--- config.mk ---
export PLATFORM = sky130hd
export DESIGN_NAME = rom_read_cache
export DESIGN_NICKNAME = d
export VERILOG_FILES = /design/src/rtl/rom_read_cache.sv
export SDC_FILE = /design/constraint.sdc
export NUM_CORES = 1
export LEC_CHECK = 0
export BUFFER_PORTS_ARGS = -buffer_cell sky130_fd_sc_hd__buf_4
export CAP_MARGIN = 5
export CELL_PAD_IN_SITES_DETAIL_PLACEMENT = 1
export CELL_PAD_IN_SITES_GLOBAL_PLACEMENT = 2
export CORE_MARGIN = 2
export CORE_UTILIZATION = 49
export CTS_BUF_LIST = sky130_fd_sc_hd__clkbuf_4
export DETAILED_ROUTE_END_ITERATION = 8
export PLACE_DENSITY_LB_ADDON = 0.08
export REMOVE_ABC_BUFFERS = 1
export SYNTH_ARGS = -nofsm -noshare
export SYNTH_HDL_FRONTEND = slang
export SYNTH_SLANG_ARGS = --single-unit
--- constraint.sdc ---
create_clock -name clk -period 5.19 [get_ports clk]
set_clock_uncertainty 0.2 [all_clocks]
set_input_delay 0.2595 -clock clk [delete_from_list [all_inputs] [get_ports clk]]
set_output_delay 0.2595 -clock clk [all_outputs]
set_load 0.03 [all_outputs]
--- src/rtl/rom_read_cache.sv ---
// Direct-mapped 16 x 16-bit read cache in front of the SDRAM ROM port. Hits answer next cycle with no stall; misses and loader writes hold cpu_busy until the controller's toggle ack.
// Define ROM_CACHE_STATS_EN to add saturating hit_cnt/miss_cnt outputs.
module rom_read_cache #(
   parameter int LINE_BITS  = 4,
   parameter int DATA_DELAY = 4
) (
   input  logic        clk,
   input  logic        reset,
   input  logic [23:0] cpu_addr,
   input  logic        cpu_rd,
   output logic [7:0]  cpu_dout,
   output logic        cpu_busy,
   input  logic [23:0] ld_addr,
   input  logic [15:0] ld_din,
   input  logic        ld_wr,
   output logic [22:0] rom_addr,
   output logic [15:0] rom_din,
   output logic        rom_we,
   output logic        rom_req,
   input  logic        rom_req_ack,
   input  logic [15:0] rom_dout
`ifdef ROM_CACHE_STATS_EN
   ,
   output logic [15:0] hit_cnt,
   output logic [15:0] miss_cnt
`endif
);

   localparam int ENTRIES = 1 << LINE_BITS;
   localparam int TAG_W   = 23 - LINE_BITS;
   localparam int CNT_W   = (DATA_DELAY > 1) ? $clog2(DATA_DELAY) : 1;
   localparam logic [CNT_W-1:0] DLY_LOAD = CNT_W'(DATA_DELAY - 1);

   typedef enum logic [1:0] {IDLE, RD_ACK, RD_DATA, WR_ACK} state_t;

   state_t               state, state_nxt;
   logic [CNT_W-1:0]     dly_cnt;
   logic [ENTRIES-1:0]   valid;
   logic [TAG_W-1:0]     tag_mem  [ENTRIES];
   logic [15:0]          data_mem [ENTRIES];
   logic                 rd_byte;

   logic                 start_rd, start_wr, hit_rd, fill;
   logic                 req_idle, hit;
   logic [LINE_BITS-1:0] rd_idx, ld_idx, fill_idx;
   logic [TAG_W-1:0]     rd_tag, ld_tag, fill_tag;
   logic                 ld_addr_unused;

   assign rd_idx   = cpu_addr[LINE_BITS:1];
   assign rd_tag   = cpu_addr[23:LINE_BITS+1];
   assign ld_idx   = ld_addr[LINE_BITS:1];
   assign ld_tag   = ld_addr[23:LINE_BITS+1];
   // The in-flight word address already holds the fill index and tag.
   assign fill_idx = rom_addr[LINE_BITS-1:0];
   assign fill_tag = rom_addr[22:LINE_BITS];
   assign req_idle = (rom_req == rom_req_ack);
   assign hit      = valid[rd_idx] && (tag_mem[rd_idx] == rd_tag);
   assign ld_addr_unused = ld_addr[0];

   always_ff @(posedge clk) begin
      if (reset) state <= IDLE;
      else       state <= state_nxt;
   end

   always_comb begin
      state_nxt = state;
      start_rd  = 1'b0;
      start_wr  = 1'b0;
      hit_rd    = 1'b0;
      fill      = 1'b0;
      case (state)
         IDLE: begin
            if (ld_wr) begin
               if (req_idle) begin
                  start_wr  = 1'b1;
                  state_nxt = WR_ACK;
               end
            end else if (cpu_rd && hit) begin
               hit_rd = 1'b1;
            end else if (cpu_rd && req_idle) begin
               start_rd  = 1'b1;
               state_nxt = RD_ACK;
            end
         end
         RD_ACK:  if (req_idle) state_nxt = RD_DATA;
         RD_DATA: begin
            if (dly_cnt == '0) begin
               fill      = 1'b1;
               state_nxt = IDLE;
            end
         end
         WR_ACK:  if (req_idle) state_nxt = IDLE;
         default: state_nxt = IDLE;
      endcase
   end

   always_ff @(posedge clk) begin
      if (reset) begin
         rom_req  <= 1'b0;
         rom_we   <= 1'b0;
         rom_addr <= '0;
         rom_din  <= '0;
         cpu_dout <= '0;
         cpu_busy <= 1'b0;
         valid    <= '0;
         dly_cnt  <= '0;
         rd_byte  <= 1'b0;
      end else begin
         if (start_rd || start_wr) begin
            rom_req  <= ~rom_req;
            cpu_busy <= 1'b1;
         end
         if (start_rd) begin
            rom_addr <= cpu_addr[23:1];
            rom_we   <= 1'b0;
            rd_byte  <= cpu_addr[0];
         end
         if (start_wr) begin
            rom_addr <= ld_addr[23:1];
            rom_din  <= ld_din;
            rom_we   <= 1'b1;
            if (tag_mem[ld_idx] == ld_tag) valid[ld_idx] <= 1'b0;
         end
         if (hit_rd) cpu_dout <= cpu_addr[0] ? data_mem[rd_idx][15:8] : data_mem[rd_idx][7:0];
         // Ack marks the CAS slot; read data lands DATA_DELAY cycles later.
         if (state == RD_ACK && req_idle)
            dly_cnt <= DLY_LOAD;
         else if (state == RD_DATA && dly_cnt != '0)
            dly_cnt <= dly_cnt - CNT_W'(1);
         if (fill) begin
            valid[fill_idx] <= 1'b1;
            cpu_dout        <= rd_byte ? rom_dout[15:8] : rom_dout[7:0];
            cpu_busy        <= 1'b0;
         end
         if (state == WR_ACK && req_idle) cpu_busy <= 1'b0;
      end
   end

   always_ff @(posedge clk) begin
      if (fill) begin
         data_mem[fill_idx] <= rom_dout;
         tag_mem[fill_idx]  <= fill_tag;
      end
   end

`ifdef ROM_CACHE_STATS_EN
   always_ff @(posedge clk) begin
      if (reset) begin
         hit_cnt  <= '0;
         miss_cnt <= '0;
      end else begin
         if (hit_rd && hit_cnt != 16'hFFFF)    hit_cnt  <= hit_cnt + 16'd1;
         if (start_rd && miss_cnt != 16'hFFFF) miss_cnt <= miss_cnt + 16'd1;
      end
   end
`endif

endmodule

==> results of run 1 <==
sequential cells by signal, summed over array words and instances, names as in the netlist, 2 cells and up:
name / flops
rom_addr: 23
tag_mem: 304
state: 2
data_mem: 256
valid: 16
cpu_dout: 8
dly_cnt: 2
rom_din: 16
cell type report:
cell class	count	area [sq um]	share of cell area
Multi-Input combinational cell	803	8840	0.263
Tap cell	748	936	0.0278
Clock buffer	253	1900	0.0565
Timing Repair Buffer	378	3380	0.100
Antenna cell	6	15.0	0.000446
Inverter	11	41.3	0.00123
Sequential cell	631	18200	0.542
Clock inverter	53	280	0.00833
worst max-delay path: cells and delay by family (launching register included):
kind | cells | cell delay, ps
buffers and inverters | 4 | 1750
muxes | 2 | 1000
AOI/OAI and AO/OA | 3 | 720
and+or+nand+nor | 3 | 700
DFF | 1 | 380
xor gates and xnor gates | 1 | 170
cells in the mapped netlist (23+ instances only):
library cell  number  share of area
nor2_1            65         0.0089
mux2i_1           81          0.029
a211oi_1          35         0.0095
a22oi_1           25         0.0068
edfxtp_1         560           0.61
a21oi_1           53         0.0096
nand2_1           75          0.010
o21ai_0           34         0.0062
mux4_2           222           0.18
clkbuf_1          63         0.0086
dfxtp_1           71          0.052
nand3_1           23         0.0042
nor4_1            38         0.0086
xor2_1            23         0.0073
what timing repair did:
| item | in CTS | in global routing |
|---|---|---|
| endpoints found under the setup margin | 0 | 1 |
| hold buffers | 172 | 0 |
| hold endpoints to repair | 327 | 0 |
| gates resized for setup | 0 | 3 |
per-layer routing:
metal	wire length, um	global-route usage
met1	33800	0.390
met3	5570	0.0614
met5	0	0
met2	43200	0.505
met4	2930	0.138
report_power, final:
group / total [W] / switching [W] / internal (W) / leakage, nW
clock: 0.00445 / 0.00212 / 0.00233 / 1.31
combinational: 0.00194 / 0.00115 / 0.000788 / 4.64
sequential: 0.00627 / 0.000325 / 0.00594 / 5.67
total: 0.0127 / 0.00359 / 0.00906 / 11.6
logic make-up after synthesis:
family	synth area share
and+or+nand+nor	0.0486
adders and majority gates	0.000454
buffers and inverters	0.0214
xor gates and xnor gates	0.0108
AOI/OAI and AO/OA	0.0444
DFF	0.662
muxes	0.212
worst paths after layout:
| path | start | to |
|---|---|---|
| min | ld_addr[1] | rom_addr[0] |
| min reg2reg | cpu_dout[0] | cpu_dout[0] |
| max reg2reg | tag_mem[7][14] | rom_addr[19] |
| max | tag_mem[7][14] | rom_addr[19] |
through the flow:
stage,cells,instance area (sq um)
finish,2883,33600
floorplan,1445,27000
detailed placement,2399,29700
CTS,2877,33600
global route,2883,33600
global placement,2399,29700
==> reports/qor.yml, run 1 <==
run_status:
  outcome: "completed"
floorplanning:
  core_area_sq_mm: 0.0553
  fp.dieH_um: 241
  initial_core_util: 0.498
  dieWidth_um: 241
  dieArea_sq_mm: 0.0581
  io_pins: 135
  row_count: 86
timing:
  worst_pin_slew_ps: 1220
  final_max_slew_viol_count: 0
  timing.final.crit_period_ps: 5020
  rsz0062_at_grt: "no"
  finalCritPeriodShare: 0.966
  hold_violations: 0
  setup_ws_ps: 175
  fmax_ghz: 0.199
  finalSetupTns_ps: 0
  setup_viol: 0
  fin_hold_ws_ps: 93.4
  relSlewSlack: 0.185
clock_network:
  postCtsSetupRepairBufs: 0
  cts_root_buffer: "clkbuf_4"
  htreeDepth: 4
  clkTransAtPathRegs_ps: 70
  cts_buffers: 165
  cts_tree: "done"
  cts.sinks: 631
  clockBufferDepth: 3
  clkLatencyLatePin_ps: 1050
route:
  via_count: 17700
  routed_wl_um: 85500
  wire_per_inst_um: 29.7
  avgViaCountPerCell: 6.14
  first_pass_iters: 5
  drc_errors: 0
  ant_nets: 0
  drt_iter0_markers: 1644
global_routing:
  track_usage: 0.304
  grt_pass1_wl_um: 124000
  grt_max_degree: 51
  grt_overflow: 0
  grt_pass1_vias: 19100
  antenna_found_initial: 2
placed_design:
  dpl_worst_slack_ps: 616
  port_buffers: 133
  gp_congestion: 0.809
  dpl.hpwl_um: 48700
worst_setup_path:
  path_cells: "mux4_2, mux4_2, xor2_1, a31oi_2, nand4_1, nor4_1, buf_4, a21bo_2, buf_4, nor4_1, dlygate4sd3_1, a211oi_1, dlygate4sd3_1"
  required_ps: 5960
  cp_data_arrival_time_ps: 5790
  slowest_delay_ps: 610
  cp_slowest_cell: "dlygate4sd3_1"
  critPathMaxFanout: 18
  r2r_slack_ps: 170
  r2r_cells: 13
  worstSetupPathType: "flip-flop to flip-flop"
  critPathLaunchType: "flip-flop"
  critPathCaptureType: "flip-flop"
logic_synthesis:
  synth_warnings: 0
  syn-cell-area_sq_mm: 0.0275
  netlist-cell-type-count: 54
  syn_inst: 1556
  ys_seq_area_frac: 0.662
  avgSynthCellArea_sq_um: 17.7
  synth_ff_type: "edfxtp_1"
  synth-edff-count: 560
  async_flop_share: 0
  ys_ff_latch: 631
worst_hold_path:
  hold_path_depth: 5
  hold_class: "input port to flip-flop"
cells_and_area:
  area_growth_syn_to_layout_pct: 22.1
  drive_above_1_share: 0.341
  layout_common_cells: "560 x edfxtp_1, 253 x clkbuf_4, 222 x mux4_2, 196 x buf_4, 172 x dlygate4sd3_1"
  num-fill-cells: 5116
  layout_commonest_cell: "edfxtp_1"
  final_util: 0.608
  final_nets: 2076
job:
  drv_cap: 0
power:
  leakage_nw: 11.6
  total_power_w: 0.0127
  ir_drop_uv: 206
  p_per_area_mw_per_mm2: 376
(Power assumes the default switching activity.)
==> run 2, diff against run 1 <==
--- a/config.mk
+++ b/config.mk
@@ -10,8 +10,9 @@
 export CELL_PAD_IN_SITES_DETAIL_PLACEMENT = 1
 export CELL_PAD_IN_SITES_GLOBAL_PLACEMENT = 2
 export CORE_MARGIN = 2
-export CORE_UTILIZATION = 49
+export CORE_UTILIZATION = 52
 export CTS_BUF_LIST = sky130_fd_sc_hd__clkbuf_4
+export CTS_CLUSTER_DIAMETER = 80
 export DETAILED_ROUTE_END_ITERATION = 8
 export PLACE_DENSITY_LB_ADDON = 0.08
 export REMOVE_ABC_BUFFERS = 1
==> constraint.sdc (replaced) <==
create_clock -name clk -period 6.3 [get_ports clk]
set_clock_uncertainty 0.2 [all_clocks]
set_input_delay 0.315 -clock clk [delete_from_list [all_inputs] [get_ports clk]]
set_output_delay 0.315 -clock clk [all_outputs]
set_load 0.03 [all_outputs]
==> run 2 against run 1 <==
  * Sequential power fell by 18%
  * Cell area fell by 1.1%
  * Clock-buffer cell count did not move
  * Die area fell by 5.7%
==> reports/qor.yml, run 2 (synthesized netlist as in run 1, its figures left out) <==
run_status:
  outcome: "completed"
placed_design:
  port_buffers: 133
  gp_congestion: 0.780
  placed_area_sq_mm: 0.0293
  dpl.hpwl_um: 46800
cells_and_area:
  final_nets: 2042
  top_register: "tag_mem"
  design_area_sq_mm: 0.0333
  area_growth_syn_to_layout_pct: 20.7
  layout_common_cells: "560 x edfxtp_1, 253 x clkbuf_4, 222 x mux4_2, 174 x buf_4, 168 x dlygate4sd3_1"
  layout_commonest_cell: "edfxtp_1"
  top_regs: "tag_mem x304, data_mem x256, rom_addr x23"
  largest_reg_flops: 304
  drive_above_1_share: 0.333
  num-fill-cells: 4666
floorplanning:
  dieArea_sq_mm: 0.0548
  row_count: 84
  fp.dieH_um: 234
  initial_core_util: 0.525
  dieWidth_um: 234
  core_area_sq_mm: 0.0524
  io_pins: 135
worst_setup_path:
  critPathMaxFanout: 41
  required_ps: 7060
  slowest_delay_ps: 860
  path_cells: "dlygate4sd3_1, buf_8, buf_4, mux4_2, mux4_2, xnor2_1, nand2_1, nor4b_1, a21bo_2, buf_4, nor4_1, dlygate4sd3_1, a211oi_1, dlygate4sd3_1"
  cp_data_arrival_time_ps: 6350
  worstSetupPathType: "input port to flip-flop"
  worst_path_dominant_cell_family: "buffers and inverters"
  critPathLaunchType: "input port"
  cpMostUsedCell: "dlygate4sd3_1"
  crit_buf_inv: 6
  critPathCaptureType: "flip-flop"
  cp_slowest_cell: "nor4b_1"
clock_network:
  cts_root_buffer: "clkbuf_4"
  htreeDepth: 4
  postCtsSetupRepairBufs: 0
  clkTransAtPathRegs_ps: 70
  cts-resized-gates: 0
  cts_tree: "done"
  cts_buffers: 164
  clkLatencyLatePin_ps: 1060
  cts.sinks: 631
  clockBufferDepth: 3
route:
  wire_per_inst_um: 30.4
  ant_nets: 0
  drt_iter0_markers: 1633
  avgViaCountPerCell: 6.34
  routed_wl_um: 84600
  first_pass_iters: 5
  drc_errors: 0
  via_count: 17600
timing:
  finalCritPeriodShare: 0.888
  hold_violations: 0
  relSlewSlack: 0.114
  worst_pin_slew_ps: 1330
  timing.final.crit_period_ps: 5590
  setup_viol: 0
  fmax_ghz: 0.179
  final_max_slew_viol_count: 0
  finalSetupTns_ps: 0
  rsz0062_at_grt: "no"
global_routing:
  grt_max_degree: 58
  grt_pass1_vias: 19200
  track_usage: 0.320
  antenna_found_initial: 3
  grt_pass1_wl_um: 124000
  grt_overflow: 0
power:
  p_comb_frac: 0.150
  switching_share: 0.283
  pwr-share-clk: 0.360
  leakage_nw: 11.4
  p_int_w: 0.00757
  seq_power_share: 0.490
  p_per_area_mw_per_mm2: 317
  switching_power_w: 0.00298
  ir_drop_uv: 225
job:
  drv_cap: 0
worst_hold_path:
  hold_class: "input port to flip-flop"
## run 2: power groups by stage
stage                     clock [W]  combinational (W)  sequential, W
after floorplan                   0           0.000597        0.00530
after global placement            0            0.00137        0.00522
after detailed placement          0            0.00140        0.00525
after CTS                   0.00383            0.00155        0.00516
after global routing        0.00406            0.00166        0.00520
final                       0.00380            0.00158        0.00517
## run 2: final timing paths
kind	slack, ps	depth (start not counted)	to	from
max	710	14	rom_addr[12]	cpu_addr[1]
max reg2reg	770	12	rom_addr[12]	tag_mem[7][14]
min reg2reg	280	2	cpu_busy	cpu_busy
min	70	6	cpu_dout[2]	cpu_addr[3]
## run 2: layout make-up
type                    instances  area, sq um  share of cell area
multi-input cells             803         8830               0.266
well taps                     688          861              0.0259
inverters                      11         41.3             0.00124
diodes                          7         17.5            0.000527
repair buffers                345         3040              0.0915
flip-flops and latches        631        18200               0.548
clock inverters                44          319             0.00960
clock buffers                 253         1900              0.0571
## run 2: stage by stage
step                instances  setup WS [ps]  power, W   util  hold slack (ps)
floorplan                1445           1590   0.00590      -              184
global placement         2310           1240   0.00659  0.559              244
detailed placement       2310           1160   0.00665  0.559              252
CTS                      2775            876    0.0105  0.634             7.78
global route             2781            552    0.0109  0.634             73.0
finish                   2782            706    0.0105  0.634             65.6
## run 2: per-layer routing
layer  global-route usage  share of wire  wire length, um  up-vias
met4                0.144          0.038             3200        0
met5                    0              0                0        -
met3               0.0668          0.070             5920      205
met1                0.409           0.39            32800     9302
li1                     -              -                -     7322
met2                0.531           0.50            42700      806
## run 2: tightest hold or removal path: stages
cell     delay [ps]
buf_4           240
mux4_2          350
nand2_1          80
a31oi_1         130
o21ai_0          90
a21oi_1          60
## run 2: timing repair
action | in CTS | in global routing
hold buffers | 168 | 0
hold endpoints to repair | 327 | 0
endpoints found under the setup margin | 0 | 0
==> run 3, diff against run 2 <==
--- a/config.mk
+++ b/config.mk
@@ -7,10 +7,8 @@
 export LEC_CHECK = 0
 export BUFFER_PORTS_ARGS = -buffer_cell sky130_fd_sc_hd__buf_4
 export CAP_MARGIN = 5
-export CELL_PAD_IN_SITES_DETAIL_PLACEMENT = 1
-export CELL_PAD_IN_SITES_GLOBAL_PLACEMENT = 2
 export CORE_MARGIN = 2
-export CORE_UTILIZATION = 52
+export CORE_UTILIZATION = 65
 export CTS_BUF_LIST = sky130_fd_sc_hd__clkbuf_4
 export CTS_CLUSTER_DIAMETER = 80
 export DETAILED_ROUTE_END_ITERATION = 8
==> run 3 against run 2 <==
  * Sequential share of layout area up 0.73 points
  * Flip-flop and latch count unchanged
  * Largest cell class unchanged
  * Largest power group unchanged
  * Critical endpoint is now rom_addr[14]
  * Total power down 3.0%
  * Combinational power down 3%
  * Utilization up 15 points
  * Register-to-register slack better by 620 ps
==> reports/qor.yml, run 3 (synthesized netlist as in run 1, its figures left out) <==
floorplanning:
  dieArea_sq_mm: 0.0440
  dieWidth_um: 210
  row_count: 75
  initial_core_util: 0.658
  fp.dieH_um: 210
  io_pins: 135
  core_area_sq_mm: 0.0419
cells_and_area:
  layout_common_cells: "560 x edfxtp_1, 235 x clkbuf_4, 222 x mux4_2, 175 x buf_4, 157 x dlygate4sd3_1"
  drive_above_1_share: 0.328
  top_regs: "tag_mem x304, data_mem x256, rom_addr x23"
  top_register: "tag_mem"
  final_nets: 2024
  layout_commonest_cell: "edfxtp_1"
  largest_reg_flops: 304
  num-fill-cells: 2307
  area_growth_syn_to_layout_pct: 19.2
run_status:
  outcome: "completed"
clock_network:
  clkLatencyLatePin_ps: 1010
  cts-resized-gates: 0
  clockBufferDepth: 3
  holdBufCountCts: 157
  cts_root_buffer: "clkbuf_4"
  cts_buffers: 156
  htreeDepth: 4
  postCtsSetupRepairBufs: 0
  clkTransAtPathRegs_ps: 70
  cts_tree: "done"
  cts.sinks: 631
worst_hold_path:
  hold_class: "input port to flip-flop"
timing:
  finalSetupTns_ps: 0
  setup_viol: 0
  hold_violations: 0
  fmax_ghz: 0.200
  setup_ws_ps: 1290
  rsz0062_at_grt: "no"
  final_max_slew_viol_count: 0
  worst_pin_slew_ps: 1330
  relSlewSlack: 0.111
  finalCritPeriodShare: 0.795
  timing.final.crit_period_ps: 5010
worst_setup_path:
  critPathLaunchType: "input port"
  required_ps: 6980
  critPathMaxFanout: 45
  crit_buf_inv: 4
  critPathCaptureType: "flip-flop"
  path_cells: "dlygate4sd3_1, buf_8, buf_4, mux4_2, mux2i_1, nor3_1, a2111oi_0, nor4b_1, a21bo_2, or2_2, a211oi_1, dlygate4sd3_1"
  worstSetupPathType: "input port to flip-flop"
  cp_data_arrival_time_ps: 5690
  worst_path_dominant_cell_family: "buffers and inverters"
  slowest_delay_ps: 800
  cpMostUsedCell: "dlygate4sd3_1"
  cp_slowest_cell: "nor4b_1"
route:
  avgViaCountPerCell: 6.79
  drt_iter0_markers: 2179
  ant_nets: 0
  first_pass_iters: 5
  via_count: 17700
  drc_errors: 0
  routed_wl_um: 76200
  wire_per_inst_um: 29.3
power:
  total_power_w: 0.0102
  p_per_area_mw_per_mm2: 312
  leakage_nw: 11.3
  ir_drop_uv: 283
global_routing:
  grt_overflow: 0
  grt_max_degree: 62
  grt_pass1_wl_um: 112000
  antenna_found_initial: 2
  grt_pass1_vias: 18400
  track_usage: 0.360
job:
  drv_cap: 0
placed_design:
  dpl_worst_slack_ps: 1400
  dpl.hpwl_um: 41500
  gp_congestion: 0.845
  port_buffers: 133
[run 3: layout make-up]
cell class | count | area, sq um | share of cell area
Clock inverter | 47 | 315 | 0.00961
Multi-Input combinational cell | 803 | 8830 | 0.269
Inverter | 11 | 41.3 | 0.00126
Tap cell | 539 | 674 | 0.0206
Antenna cell | 4 | 10.0 | 0.000305
Sequential cell | 631 | 18200 | 0.556
Timing Repair Buffer | 335 | 2940 | 0.0896
Clock buffer | 235 | 1760 | 0.0538
[run 3: final timing paths]
kind / startpoint / endpoint / slack (ps) / depth (start not counted)
worst min register to register: valid[8] / valid[8] / 290 / 2
worst max-delay path: cpu_addr[1] / rom_addr[14] / 1290 / 12
worst max register to register: tag_mem[11][14] / rom_addr[14] / 1390 / 10
worst min-delay path: cpu_addr[16] / rom_addr[15] / 90 / 4
[run 3: per-stage QoR]
| stage | util | instance area (sq um) | hold slack [ps] | instances |
|---|---|---|---|---|
| final | 0.784 | 32800 | 92.6 | 2605 |
| after global routing | 0.784 | 32800 | 71.0 | 2605 |
| after global placement | 0.697 | 29200 | 242 | 2162 |
| after CTS | 0.784 | 32800 | 7.03 | 2601 |
| after floorplan | - | 27000 | 184 | 1445 |
| after detailed placement | 0.697 | 29200 | 249 | 2162 |
[run 3: routing by layer]
metal,vias to the layer above,track usage,routed length (um)
met5,-,0,0
met4,0,0.160,3030
met3,239,0.0917,8290
met2,1217,0.582,37600
met1,8930,0.471,27300
li1,7308,-,-
[run 3: worst register-to-register path, delay by kind of cell, from the launching register on]
family | cells | cell delay [ps]
xor gates and xnor gates | 1 | 190
buffers and inverters | 1 | 620
AOI/OAI and AO/OA | 3 | 750
muxes | 2 | 990
DFF | 1 | 420
and+or+nand+nor | 3 | 1630
[run 3: where the power goes]
group	internal [W]	switching (W)	leakage, nW
clock	0.00187	0.00165	1.21
sequential	0.00490	0.000270	5.67
combinational	0.000627	0.000910	4.40
total	0.00740	0.00283	11.3
